<file path="config.mk">
export PLATFORM = sky130hd
export DESIGN_NAME = mips_ctrl_fsm_flat
export DESIGN_NICKNAME = d
export VERILOG_FILES = /design/src/rtl/mips_ctrl_pkg.sv /design/src/rtl/mips_ctrl_if.sv /design/src/rtl/mips_alu_dec.sv /design/src/rtl/mips_ctrl_fsm.sv /design/src/flat_wrapper.sv
export SDC_FILE = /design/constraint.sdc
export NUM_CORES = 1
export LEC_CHECK = 0
export ABC_AREA = 1
export CAP_MARGIN = 15
export CORE_MARGIN = 2
export CORE_UTILIZATION = 47
export DETAILED_ROUTE_END_ITERATION = 8
export HOLD_SLACK_MARGIN = 0.02
export MAX_ROUTING_LAYER = met4
export PLACE_DENSITY = 0.78
export SETUP_SLACK_MARGIN = 0.3
export SLEW_MARGIN = 0
export SYNTH_ARGS = -nofsm -noshare
export SYNTH_HDL_FRONTEND = slang
export SYNTH_HIERARCHICAL = 1
export SYNTH_SLANG_ARGS = --single-unit
</file>
<file path="constraint.sdc">
create_clock -name clk -period 1.5 [get_ports clk]
set_input_delay 0.3 -clock clk [delete_from_list [all_inputs] [get_ports clk]]
set_output_delay 0.3 -clock clk [all_outputs]
set_load 0.05 [all_outputs]
</file>
<file path="src/rtl/mips_ctrl_pkg.sv">
// Shared constants and types for the multi-cycle MIPS control unit:
// opcode/funct encodings, ALU operation codes and the FSM state type.
package mips_ctrl_pkg;

    localparam logic [5:0] OP_RTYPE = 6'b000000;
    localparam logic [5:0] OP_LW    = 6'b100011;
    localparam logic [5:0] OP_SW    = 6'b101011;
    localparam logic [5:0] OP_ADDI  = 6'b001000;
    localparam logic [5:0] OP_BEQ   = 6'b000100;
    localparam logic [5:0] OP_J     = 6'b000010;
    localparam logic [5:0] OP_HALT  = 6'b111111;

    localparam logic [5:0] FN_ADD = 6'b100000;
    localparam logic [5:0] FN_SUB = 6'b100010;
    localparam logic [5:0] FN_AND = 6'b100100;
    localparam logic [5:0] FN_OR  = 6'b100101;
    localparam logic [5:0] FN_SLT = 6'b101010;

    typedef enum logic [2:0] {
        ALU_ADD = 3'b000,
        ALU_SUB = 3'b001,
        ALU_AND = 3'b010,
        ALU_OR  = 3'b011,
        ALU_SLT = 3'b100
    } alu_op_t;

    typedef enum logic [2:0] {
        S_FETCH  = 3'd0,
        S_DECODE = 3'd1,
        S_EXEC   = 3'd2,
        S_MEM    = 3'd3,
        S_WB     = 3'd4,
        S_HALT   = 3'd5
    } state_t;

    // Opcodes that proceed from DECODE into EXEC.
    function automatic logic op_known(input logic [5:0] op);
        return (op == OP_RTYPE) || (op == OP_LW) || (op == OP_SW) ||
               (op == OP_ADDI) || (op == OP_BEQ) || (op == OP_J);
    endfunction

endpackage

</file>
<file path="src/rtl/mips_ctrl_if.sv">
// Instruction/handshake inputs and datapath control outputs of the
// control unit; the FSM uses the slave view, the environment the master.
interface mips_ctrl_if;

    logic [5:0] opcode;
    logic [5:0] funct;
    logic       zero;
    logic       mem_ready;

    logic       pc_we;
    logic       ir_we;
    logic       mem_rd;
    logic       mem_wr;
    logic       alu_src;
    logic       reg_dst;
    logic       mem_to_reg;
    logic       pc_src_br;
    logic       pc_src_j;
    logic [2:0] alu_op;
    logic       cu1;
    logic       cu3;
    logic       illegal;
    logic       halted;

    modport master (
        output opcode, funct, zero, mem_ready,
        input  pc_we, ir_we, mem_rd, mem_wr, alu_src, reg_dst, mem_to_reg,
               pc_src_br, pc_src_j, alu_op, cu1, cu3, illegal, halted
    );

    modport slave (
        input  opcode, funct, zero, mem_ready,
        output pc_we, ir_we, mem_rd, mem_wr, alu_src, reg_dst, mem_to_reg,
               pc_src_br, pc_src_j, alu_op, cu1, cu3, illegal, halted
    );

endinterface

</file>
<file path="src/rtl/mips_alu_dec.sv">
// Combinational (opcode, funct) -> ALU operation mapping. funct_ok_o is
// low only for an R-type with an unsupported funct field.
module mips_alu_dec
    import mips_ctrl_pkg::*;
(
    input  logic [5:0] opcode_i,
    input  logic [5:0] funct_i,
    output alu_op_t    alu_op_o,
    output logic       funct_ok_o
);

    always_comb begin
        alu_op_o   = ALU_ADD;
        funct_ok_o = 1'b1;
        if (opcode_i == OP_RTYPE) begin
            case (funct_i)
                FN_ADD:  alu_op_o = ALU_ADD;
                FN_SUB:  alu_op_o = ALU_SUB;
                FN_AND:  alu_op_o = ALU_AND;
                FN_OR:   alu_op_o = ALU_OR;
                FN_SLT:  alu_op_o = ALU_SLT;
                default: begin
                    alu_op_o   = ALU_ADD;
                    funct_ok_o = 1'b0;
                end
            endcase
        end else if (opcode_i == OP_BEQ) begin
            alu_op_o = ALU_SUB;
        end
    end

endmodule

</file>
<file path="src/rtl/mips_ctrl_fsm.sv">
// Multi-cycle MIPS control FSM. Instruction fields are captured in DECODE
// so EXEC/MEM/WB controls depend only on state and registered decode.
//
//   state    | meaning
//   ---------+-----------------------------------------------------------
//   S_FETCH  | read instruction memory; on mem_ready load IR and PC+4
//   S_DECODE | capture opcode/funct, set cu1; dispatch, halt or flag illegal
//   S_EXEC   | ALU operation; branch/jump resolve here
//   S_MEM    | data memory read (LW) or write (SW), waits on mem_ready
//   S_WB     | register file write-back
//   S_HALT   | absorbing stop state, left only through rst
module mips_ctrl_fsm
    import mips_ctrl_pkg::*;
(
    input logic        clk,
    input logic        rst,
    mips_ctrl_if.slave bus
);

    state_t     state_q, state_d;
    logic [5:0] op_q, op_d;
    logic [5:0] fn_q, fn_d;
    logic       cu1_q, cu1_d;
    logic       illegal_q, illegal_d;

    alu_op_t    dec_alu_op;
    logic       dec_funct_ok;
    logic       is_r, is_lw, kill_cu1;

    mips_alu_dec u_alu_dec (
        .opcode_i   (op_q),
        .funct_i    (fn_q),
        .alu_op_o   (dec_alu_op),
        .funct_ok_o (dec_funct_ok)
    );

    assign is_r  = (op_q == OP_RTYPE);
    assign is_lw = (op_q == OP_LW);
    // An R-type with an unsupported funct must not report a register write.
    assign kill_cu1 = (state_q == S_EXEC) && is_r && !dec_funct_ok;

    always_ff @(posedge clk) begin
        if (rst) begin
            state_q   <= S_FETCH;
            op_q      <= '0;
            fn_q      <= '0;
            cu1_q     <= 1'b0;
            illegal_q <= 1'b0;
        end else begin
            state_q   <= state_d;
            op_q      <= op_d;
            fn_q      <= fn_d;
            cu1_q     <= cu1_d;
            illegal_q <= illegal_d;
        end
    end

    always_comb begin
        state_d        = state_q;
        op_d           = op_q;
        fn_d           = fn_q;
        cu1_d          = cu1_q;
        illegal_d      = 1'b0;
        bus.pc_we      = 1'b0;
        bus.ir_we      = 1'b0;
        bus.mem_rd     = 1'b0;
        bus.mem_wr     = 1'b0;
        bus.alu_src    = 1'b0;
        bus.reg_dst    = 1'b0;
        bus.mem_to_reg = 1'b0;
        bus.pc_src_br  = 1'b0;
        bus.pc_src_j   = 1'b0;
        bus.alu_op     = ALU_ADD;

        case (state_q)
            S_FETCH: begin
                bus.mem_rd = 1'b1;
                if (bus.mem_ready) begin
                    bus.ir_we = 1'b1;
                    bus.pc_we = 1'b1;
                    state_d   = S_DECODE;
                end
            end
            S_DECODE: begin
                op_d  = bus.opcode;
                fn_d  = bus.funct;
                cu1_d = (bus.opcode == OP_RTYPE) || (bus.opcode == OP_LW) ||
                        (bus.opcode == OP_ADDI);
                if (op_known(bus.opcode)) begin
                    state_d = S_EXEC;
                end else if (bus.opcode == OP_HALT) begin
                    state_d = S_HALT;
                end else begin
                    state_d   = S_FETCH;
                    illegal_d = 1'b1;
                end
            end
            S_EXEC: begin
                bus.alu_op = dec_alu_op;
                case (op_q)
                    OP_RTYPE: begin
                        state_d = S_WB;
                        if (!dec_funct_ok) cu1_d = 1'b0;
                    end
                    OP_LW, OP_SW: begin
                        bus.alu_src = 1'b1;
                        state_d     = S_MEM;
                    end
                    OP_ADDI: begin
                        bus.alu_src = 1'b1;
                        state_d     = S_WB;
                    end
                    OP_BEQ: begin
                        bus.pc_src_br = bus.zero;
                        bus.pc_we     = bus.zero;
                        state_d       = S_FETCH;
                    end
                    OP_J: begin
                        bus.pc_src_j = 1'b1;
                        bus.pc_we    = 1'b1;
                        state_d      = S_FETCH;
                    end
                    default: state_d = S_FETCH;
                endcase
            end
            S_MEM: begin
                bus.mem_rd = is_lw;
                bus.mem_wr = !is_lw;
                if (bus.mem_ready) state_d = is_lw ? S_WB : S_FETCH;
            end
            S_WB: begin
                bus.reg_dst    = is_r;
                bus.mem_to_reg = is_lw;
                state_d        = S_FETCH;
            end
            S_HALT: state_d = S_HALT;
            default: state_d = S_FETCH;
        endcase

        if (state_d == S_FETCH) cu1_d = 1'b0;
    end

    assign bus.cu1     = cu1_q && !kill_cu1;
    assign bus.cu3     = (state_q == S_WB);
    assign bus.illegal = illegal_q;
    assign bus.halted  = (state_q == S_HALT);

endmodule

</file>
<file path="src/flat_wrapper.sv">
// flat-port wrapper written by rule: the top's interface ports become plain ports
module mips_ctrl_fsm_flat import mips_ctrl_pkg::*;
  (clk, rst, bus_opcode, bus_funct, bus_zero, bus_mem_ready, bus_pc_we, bus_ir_we, bus_mem_rd, bus_mem_wr, bus_alu_src, bus_reg_dst, bus_mem_to_reg, bus_pc_src_br, bus_pc_src_j, bus_alu_op, bus_cu1, bus_cu3, bus_illegal, bus_halted);
  mips_ctrl_if bus_i ();
  input logic clk;
  input logic rst;
  input wire logic [$bits(bus_i.opcode)-1:0] bus_opcode;
  input wire logic [$bits(bus_i.funct)-1:0] bus_funct;
  input wire logic [$bits(bus_i.zero)-1:0] bus_zero;
  input wire logic [$bits(bus_i.mem_ready)-1:0] bus_mem_ready;
  output wire logic [$bits(bus_i.pc_we)-1:0] bus_pc_we;
  output wire logic [$bits(bus_i.ir_we)-1:0] bus_ir_we;
  output wire logic [$bits(bus_i.mem_rd)-1:0] bus_mem_rd;
  output wire logic [$bits(bus_i.mem_wr)-1:0] bus_mem_wr;
  output wire logic [$bits(bus_i.alu_src)-1:0] bus_alu_src;
  output wire logic [$bits(bus_i.reg_dst)-1:0] bus_reg_dst;
  output wire logic [$bits(bus_i.mem_to_reg)-1:0] bus_mem_to_reg;
  output wire logic [$bits(bus_i.pc_src_br)-1:0] bus_pc_src_br;
  output wire logic [$bits(bus_i.pc_src_j)-1:0] bus_pc_src_j;
  output wire logic [$bits(bus_i.alu_op)-1:0] bus_alu_op;
  output wire logic [$bits(bus_i.cu1)-1:0] bus_cu1;
  output wire logic [$bits(bus_i.cu3)-1:0] bus_cu3;
  output wire logic [$bits(bus_i.illegal)-1:0] bus_illegal;
  output wire logic [$bits(bus_i.halted)-1:0] bus_halted;
  assign bus_i.opcode = bus_opcode;
  assign bus_i.funct = bus_funct;
  assign bus_i.zero = bus_zero;
  assign bus_i.mem_ready = bus_mem_ready;
  assign bus_pc_we = bus_i.pc_we;
  assign bus_ir_we = bus_i.ir_we;
  assign bus_mem_rd = bus_i.mem_rd;
  assign bus_mem_wr = bus_i.mem_wr;
  assign bus_alu_src = bus_i.alu_src;
  assign bus_reg_dst = bus_i.reg_dst;
  assign bus_mem_to_reg = bus_i.mem_to_reg;
  assign bus_pc_src_br = bus_i.pc_src_br;
  assign bus_pc_src_j = bus_i.pc_src_j;
  assign bus_alu_op = bus_i.alu_op;
  assign bus_cu1 = bus_i.cu1;
  assign bus_cu3 = bus_i.cu3;
  assign bus_illegal = bus_i.illegal;
  assign bus_halted = bus_i.halted;
  mips_ctrl_fsm u_core (.clk(clk), .rst(rst), .bus(bus_i));
endmodule
</file>
==> results of run 1 <==
-- cells by family after synthesis --
group,count (synthesis)
and+or+nand+nor,109
AOI/OAI and AO/OA,25
buffers and inverters,37
DFF,17
-- stage by stage --
stage,setup slack (ns),cell area [sq um],hold slack [ns],instances
after detailed placement,-0.3333,1908,0.5212,270
after global placement,-0.2624,1908,0.4949,270
after floorplan,-0.6167,1211,0.3627,188
==> results.txt, run 1 <==
----------------------------------------------------
[Outcome]
  Result of the run ... stopped before the end
  Terminating stage of the flow ... 4_1_cts
  Tool error message ... [ERROR DPL-0033] detailed placement checks failed during check placement.

[Yosys]
  Compound-Gate Fraction of Synth Area ... between 10% and 20%
  Part of the Yosys area used for sequential elements ... a little under a third
  Area of the mapped netlist ... approximately 1100 sq um
  Post-synth EDFFs ... 0
  Synth Instances ... roughly 190
  Unique cell type count in the Yosys netlist ... 25
  Synth async-reset ratio ... 0%
  Multiplexer share of the synthesized area ... 0%
  Xor and xnor area share after synthesis ... 0%
  Post-synthesis share of cell area spent on and, or, nand and nor gates ... ~45%
  Synth top area cells ... dfxtp_1 (30%), nor2_1 (16%), nand2_1 (10%)
  Combinational family with the most area after synthesis ... simple AND/OR/NAND/NOR gates
  Post-synthesis area per instance ... roughly 6 sq um
  Number of nets produced by synthesis ... about 200
  Synthesis warning total ... 6
  Leading cell type by number of instances after synthesis ... nor2_1
  Area share of fa/ha/maj cells after synthesis ... 0%
  Post-synth top area cell ... dfxtp_1
  Most used flip-flop cell after synthesis ... dfxtp_1
  Most instantiated cells after synthesis ... nor2_1 (49), nand2_1 (31), inv_1 (27)
  Synthesized flop and latch total ... 17
  Area share of the leading cell type in the synthesized netlist ... a little under a third

[Clock network]
  Maximum clock path buffer count ... 2
  Setup Fix Bufs, Post-CTS ... 10
  CTS-repair resized insts ... 78
  Total CTS buffers ... 3
  Clock sink count ... 17
  Number of hold buffers added after CTS ... 0
  CTS H-tree depth ... 1
  Buffer cell driving the clock tree root ... clkbuf_4

[Floorplan]
  I/O pin total ... 32
  Die Wd ... ~53 um
  Initial Utilization ... between 50% and 60%
  Height of the die ... 52.95 um
  Rows ... 17

[Place]
  Final HPWL from detailed placement ... 2883 um
  Input/output buffers ... 31
  Final GP Congestion ... between 0.8 and 0.9

----------------------------------------------------
==> run 2, diff against run 1 <==
--- a/config.mk
+++ b/config.mk
@@ -7,13 +7,10 @@
 export LEC_CHECK = 0
 export ABC_AREA = 1
 export CAP_MARGIN = 15
-export CORE_MARGIN = 2
-export CORE_UTILIZATION = 47
+export CORE_AREA = 2 2 63 65
 export DETAILED_ROUTE_END_ITERATION = 8
-export HOLD_SLACK_MARGIN = 0.02
-export MAX_ROUTING_LAYER = met4
-export PLACE_DENSITY = 0.78
-export SETUP_SLACK_MARGIN = 0.3
+export DIE_AREA = 0 0 65 67
+export PLACE_DENSITY_LB_ADDON = 0.15
 export SLEW_MARGIN = 0
 export SYNTH_ARGS = -nofsm -noshare
 export SYNTH_HDL_FRONTEND = slang
==> run 2 against run 1 <==
  * The flow now finishes, with violations (negative setup slack)
  * Area after synthesis is the same
  * Synthesized cell count is the same
==> results.txt, run 2 <==
----------------------------------------------------
[Global route]
  Vias in the first global route ... 1247
  Global-route congestion overflow total ... 0
  Antenna violations before repair ... 0
  GR Util All Layers ... between 10% and 20%
  First-pass GRT wire length ... ~5300 um
  Pin count of the biggest net entering global routing ... 15

[Yosys]
  Synthesis warning total ... 6 (unchanged)
  Number of nets produced by synthesis ... 204 (unchanged)
  Part of the Yosys area used for sequential elements ... 30.22% (unchanged)
  Post-synth EDFFs ... 0 (unchanged)
  Most used flip-flop cell after synthesis ... dfxtp_1
  Synth top area cells ... dfxtp_1 (30%), nor2_1 (16%), nand2_1 (10%)
  Most instantiated cells after synthesis ... nor2_1 (49), nand2_1 (31), inv_1 (27)
  Synthesized flop and latch total ... 17 (unchanged)
  Post-synthesis area per instance ... 5.990 sq um (unchanged)
  Post-synth top area cell ... dfxtp_1
  Leading cell type by number of instances after synthesis ... nor2_1
  Synth async-reset ratio ... 0% (unchanged)
  Area of the mapped netlist ... 1126 sq um (unchanged)
  Synth Instances ... 188 (unchanged)
  Unique cell type count in the Yosys netlist ... 25 (unchanged)
  Area share of the leading cell type in the synthesized netlist ... 30.22% (unchanged)

[Timing]
  Fmax ... 551.0 MHz
  Final Skew ... 0.005342 ns
  Period utilisation layout ... 121.0%
  Final number of setup-violating endpoints ... 13
  Max-slew violation count ... 0
  Post-layout worst setup margin ... -0.3147 ns
  RSZ-0062 raised after global routing ... yes
  Total negative slack for setup checks ... -2.560 ns
  Slew Limit Headroom ... 83.05%
  Slew of the pin with the lowest slew margin ... around 0.25 ns
  Final-report hold violation count ... 0
  Post-layout min period ... about 1.8 ns

[Clock network]
  CTS H-tree depth ... 1 (unchanged)
  CTS tree ... yes
  CTS clock-pin slew for the worst setup and hold paths ... 0.07 ns
  Maximum clock path buffer count ... 2 (unchanged)
  Latest clock arrival within the worst-skew pair ... approximately 0.25 ns
  Number of hold buffers added after CTS ... 0 (unchanged)
  Clock sink count ... 17 (unchanged)
  Buffer cell driving the clock tree root ... clkbuf_8
  Total CTS buffers ... 3 (unchanged)

[Worst setup path]
  CP startpoint kind ... flip-flop
  Kind of critical path ... reg -> out
  Number of stages on the worst setup path ... 9
  Beginning of the worst register-to-register path ... u_core/state_q[2]
  Crit path arrival time ... ~1.5 ns
  Cell Chain, Critical Path ... nor2_4 > nand3_2 > nor2_1 > nand2_1 > nor2_1 > nand3_1 > nand2_2 > inv_1 > buf_12
  End of the critical path ... bus_cu1
  Largest stage delay on the critical path ... roughly 0.37 ns
  CP endpoint kind ... output port
  Most common cell type on the critical path ... nor2_1
  Critical path buffer and inverter count ... 2
  Largest fanout of any net on the critical path ... 3
  Launching instance or port of the critical path ... u_core/op_q[0]
  Cell type group with the largest total delay on the critical path ... simple AND/OR/NAND/NOR gates
  Slack of the worst reg-to-reg path ... 0.06 ns
  CP required ... roughly 1.2 ns
  Slowest library cell on the worst path ... dfxtp_4
  Critical R2R Capture ... u_core/cu1_q
  Length in cells of the worst reg-to-reg path ... 11

[Place]
  Final GP Congestion ... 0.7720 (-13%)
  Instance area at placement ... 1936 sq um (+1.4%)
  Input/output buffers ... 31 (unchanged)
  Final HPWL from detailed placement ... 2293 um (-20%)

[Layout]
  Top library cells by usage in the layout, fill and taps aside ... nor2_1 (30), buf_4 (28), nand2_1 (23)
  Most common cell after layout, fill and taps aside ... nor2_1
  Share of layout cells above drive strength 1 ... 51.92%
  # fillers ... between 300 and 400
  Registers with the highest flip-flop counts ... u_core/fn_q x6, u_core/op_q x6, u_core/state_q x3
  Growth of design area from synthesis to finish ... 103.9%
  Final Instance Area ... between 2000 and 2500 sq um
  NumNets Final ... between 200 and 300
  Antenna diode count ... 0

[Route]
  Average wire length per cell after detail routing ... about 11 um
  Length of the first detailed-routing pass in iterations ... 4
  Drt via density ... 4.474
  Number of vias after detailed routing ... 1378
  Number of design rule violations left after detail routing ... 0
  Total Wirelength ... between 3000 and 4000 um
  Residual antenna-violating net count after detailed routing ... 0
  Drt initial violations ... 36

[Floorplan]
  Die Wd ... 65 um (+23%)
  I/O pin total ... 32 (unchanged)
  Die outline area ... about 4400 sq um
  Height of the die ... 67 um (+27%)
  Rows ... 22 (+5)
  Core ar. ... approximately 3600 sq um
  Initial Utilization ... 31.23% (-19 points)

[Hold path]
  Type of the tightest min-delay check ... in -> reg
  Hold Crit Start ... bus_mem_ready

[Power and ir drop]
  Leak ... approximately 1.0 nW
  Pwr Density ... about 570 nW/um^2
  Worst ir drop on vdd ... between 300 and 400 uV

[Outcome]
  Result of the run ... complete, but fails checks
  Violations in the final reports ... negative setup slack

[Run]
  Max-cap violations ... 0

----------------------------------------------------
run 2: cell counts after synthesis:
Identical to the previous run, type by type.
run 2: layout make-up:
cell class                 count  area, sq um  area share, %
multi-input combinational    134        849.6          37.00
tap                           48        60.06          2.616
inverter                      34        140.1          6.104
timing repair buffer          71        827.0          36.02
clock buffer                   3        41.29          1.798
sequential                    17        372.9          16.24
clock inverter                 1        5.005         0.2180
run 2: worst register-to-register path, cell delays in order, from the launching register on:
cell,delay [ns]
dfxtp_4,0.36
buf_6,0.11
nor2_4,0.03
nand2_2,0.10
nor2_4,0.05
buf_6,0.11
buf_4,0.12
buf_4,0.13
nor2_2,0.13
nand3_1,0.10
nand2_1,0.07
inv_1,0.03
run 2: how the worst min path moves through the flow:
| stage | endpoint | cells after the start |
|---|---|---|
| final | u_core/state_q[1] | 4 |
| after global routing | u_core/state_q[1] | 4 |
| after CTS | u_core/fn_q[1] | 2 |
| after detailed placement | u_core/fn_q[5] | 2 |
| after global placement | u_core/fn_q[5] | 2 |
| after floorplan | u_core/state_q[2] | 1 |
run 2: logic make-up (layout without fill, tap and decap cells):
family | Yosys count | after routing | synth area share, %
flip-flops | 17 | 17 | 30.22
AO/OA/AOI/OAI | 25 | 25 | 11.67
buffers and inverters | 37 | 109 | 12.78
AND/OR/NAND/NOR | 109 | 109 | 45.33
run 2: stage by stage:
step	cells	power, mW	utilization (%)	setup WS (ns)	hold slack, ns
finish	308	1.318	63.67	-0.3147	0.5102
CTS	301	1.280	59.89	-0.3141	0.5283
floorplan	188	0.6987	-	-0.6172	0.3627
detailed placement	293	0.8761	53.68	-0.2477	0.5127
global route	308	1.394	63.67	-0.4018	0.5392
global placement	293	0.8739	53.68	-0.2101	0.5003
run 2: metal layers:
layer  track usage, %  wire (um)  vias to the layer above
met4            6.117         27                        0
met2            24.36       1624                       31
met1            20.93       1485                      617
met3            2.027        116                        4
li1                 -          -                      726
met5                0          0                        -
run 2: report_power, final:
group / leakage, nW / internal [mW] / switching [mW]
combinational: 0.826 / 0.233 / 0.241
clock: 0.0255 / 0.184 / 0.147
sequential: 0.147 / 0.478 / 0.0353
total: 0.998 / 0.895 / 0.423
run 2: repair_timing:
item                                   in CTS  in global routing
buffers inserted                            4                  8
endpoints found under the hold margin       0                  0
pin swaps                                  18                 18
setup endpoints to repair                  14                 15
resized for setup                          56                 27
Note: power is estimated with default switching activity, not from simulation.
==> RTL edit (config.mk and constraints of run 2) <==
Encoding of `state_t`: now Gray code (3 bits for 6 states).
--- a/src/rtl/mips_ctrl_pkg.sv
+++ b/src/rtl/mips_ctrl_pkg.sv
@@ -26,10 +26,10 @@
 
     typedef enum logic [2:0] {
-        S_FETCH  = 3'd0,
-        S_DECODE = 3'd1,
-        S_EXEC   = 3'd2,
-        S_MEM    = 3'd3,
-        S_WB     = 3'd4,
-        S_HALT   = 3'd5
+        S_FETCH  = 3'b000,
+        S_DECODE = 3'b001,
+        S_EXEC   = 3'b011,
+        S_MEM    = 3'b010,
+        S_WB     = 3'b110,
+        S_HALT   = 3'b111
     } state_t;
 
Check against the original RTL: no difference found for any inputs over 10 cycles, from zero or initial values and one cycle with rst high; not proved beyond that.
==> RTL edit against run 2 <==
- the flow still finishes with violations (negative setup slack)
- sequential cell count stayed put
- non-clock buffer count down 13
- area after synthesis shrank 1.3%
- worst setup slack improved by 0.095 ns
- cell area decreased by 5.0%
- die area unchanged
- power is 6.3% lower
- routed wire length decreased by 3.4%
- critical path type unchanged
- critical endpoint is now bus_pc_we
==> RTL edit: results (changes against run 2) <==
Final layout
  – Layout cells sized above 1: 49.0% (-2.9 points)
  – Non-filler instance count after layout: 293 (-4.9%)
  – Antenna cell count: 0 (unchanged)
  – Final nets: 262 (-5.4%)
  – Fill cells: 334 (+1.2%)

Routing
  – WL per Instance: 10.7 um (+1.5%)
  – DR iter-0 viols: 35 (-2.8%)
  – Vias/cell: 4.61 (+3.1%)

Timing
  – Worst slew pin tran: 0.278 ns (+0.0256 ns)
  – Clk_skew: 0.00163 ns (-0.00371 ns)
  – Setup ws final: -0.219 ns (+0.0954 ns)
  – Final setup vio count: 12 (-1)

CTS
  – Clock transition at the registers of the reported paths: 0.06 ns
  – CTS Root Cell: clkbuf_8
  – Total CTS buffers: 3 (unchanged)
  – Htree depth: 1 (unchanged)
  – Clock Latency Late Sink: 0.25 ns (about the same)

Placement
  – Inst Count DP: 280 (-4.4%)
  – DP Wirelength: 2.30 mm (+0.20%)
  – Routability congestion estimate: 0.822 (+6.5%)
  – Placed cell area: 1830 um2 (-5.7%)

Yosys
  – Leading post-synthesis cells by cell area: dfxtp_1 31%, nand2_1 13%, nor2_1 13%
  – Proportion of synthesized area in mux cells: 0% (unchanged)
  – Cells after Synth: 186 (-1.1%)
  – XOR/XNOR Fraction of Synth Area: 0% (unchanged)
  – Sequential area share after synthesis: 30.6% (+0.41 points)
  – Synth Area in Adders: 0% (unchanged)
  – Yosys warnings: 6 (unchanged)
  – Synth Area in Compound Gates: 10.1% (-1.5 points)
  – Post-synth top cells: 39 x nand2_1, 39 x nor2_1, 29 x inv_1, 17 x dfxtp_1, 13 x nand3_1
  – Yosys cell types: 22 (-12%)
  – Net count after synthesis: 202 (-0.98%)

Power and ir drop
  – VDD IR-drop max: 337 uV (-9.2%)
  – P_leak: 0.923 nW (-7.5%)

Global routing
  – First-pass GRT wire length: 5.38 mm (+1.7%)
  – Overall Global Routing Usage: 15.9% (+0.52 points)
  – Largest net degree at the start of global routing: 18 (+3)
  – Vias in the first global route: 1252 (+0.40%)

Hold path
  – Worst hold path class: register to register

Critical path
  – CP max FO: 3 (unchanged)
  – CP arrival: 1.42 ns (-0.09 ns)

Outcome
  – Result of the run: finished with violations
  – Failing checks: negative setup slack
==> RTL edit: cell types whose count changed after synthesis, moves of 3 or more <==
cell / change
o21ai_0: -12
nor3_1: +3
a211oi_1: +5
a21oi_1: +3
nand2_1: +8
inv_2: -3
nor2_1: -10
==> RTL edit: final timing paths <==
kind                            depth (start not counted)                          from  slack [ns]                     endpoint
worst max-delay path                                    6  u_core/state_q[0]$_SDFF_PP0_       -0.22                    bus_pc_we
worst min-delay path                                    2   u_core/fn_q[5]$_SDFFE_PP0P_        0.47  u_core/fn_q[5]$_SDFFE_PP0P_
worst max register to register                          9   u_core/op_q[2]$_SDFFE_PP0P_        0.16    u_core/cu1_q$_SDFFE_PP0P_
worst min register to register                          2   u_core/fn_q[5]$_SDFFE_PP0P_        0.47  u_core/fn_q[5]$_SDFFE_PP0P_
==> RTL edit: routing by layer <==
layer,global-route usage [%],wire [um],vias to the layer above
met1,19.4,1410,603
met5,0,0,-
li1,-,-,710
met4,7.18,77,0
met2,27.3,1540,29
met3,2.53,120,9
==> RTL edit: what timing repair did <==
action	in CTS	in global routing
resized for setup	48	35
gates cloned	0	0
hold buffers	0	0
hold endpoints to repair	0	0
pin swaps	17	7
setup endpoints to repair	15	17
buffers inserted	8	3
==> RTL edit: power by group <==
| part | switching, W | internal [W] | total [W] |
|---|---|---|---|
| Sequential | 0.0000359 | 0.000473 | 0.000508 |
| Combinational | 0.000216 | 0.000177 | 0.000393 |
| Clock | 0.000151 | 0.000184 | 0.000335 |
==> RTL edit: worst max-delay path: cells and delay by family, from the launching register on <==
family	cells	cell delay (ns)
buffers and inverters	2	0.22
DFF	1	0.37
and+or+nand+nor	4	0.57
==> RTL edit: layout make-up <==
type                    count  area (um2)  area share [%]
multi-input cells         133         867            39.7
well taps                  48        60.1            2.75
clock buffers               3        41.3            1.89
clock inverters             1        5.00           0.229
flip-flops and latches     17         377            17.3
repair buffers             58         701            32.1
inverters                  33         131            6.02
==> RTL edit: through the flow <==
step	TNS, ns	setup slack, ns
2_1_floorplan	-2.11	-0.418
3_3_place_gp	-0.647	-0.173
3_5_place_dp	-0.923	-0.236
4_1_cts	-2.03	-0.262
5_1_grt	-2.68	-0.300
6_report	-1.79	-0.219
==> RTL edit: kinds of logic (layout without fill, tap and decap cells) <==
family / after synthesis / count (layout)
buf+inv: 36 / 95
simple gates: 114 / 114
compound gates: 19 / 19
flops: 17 / 17
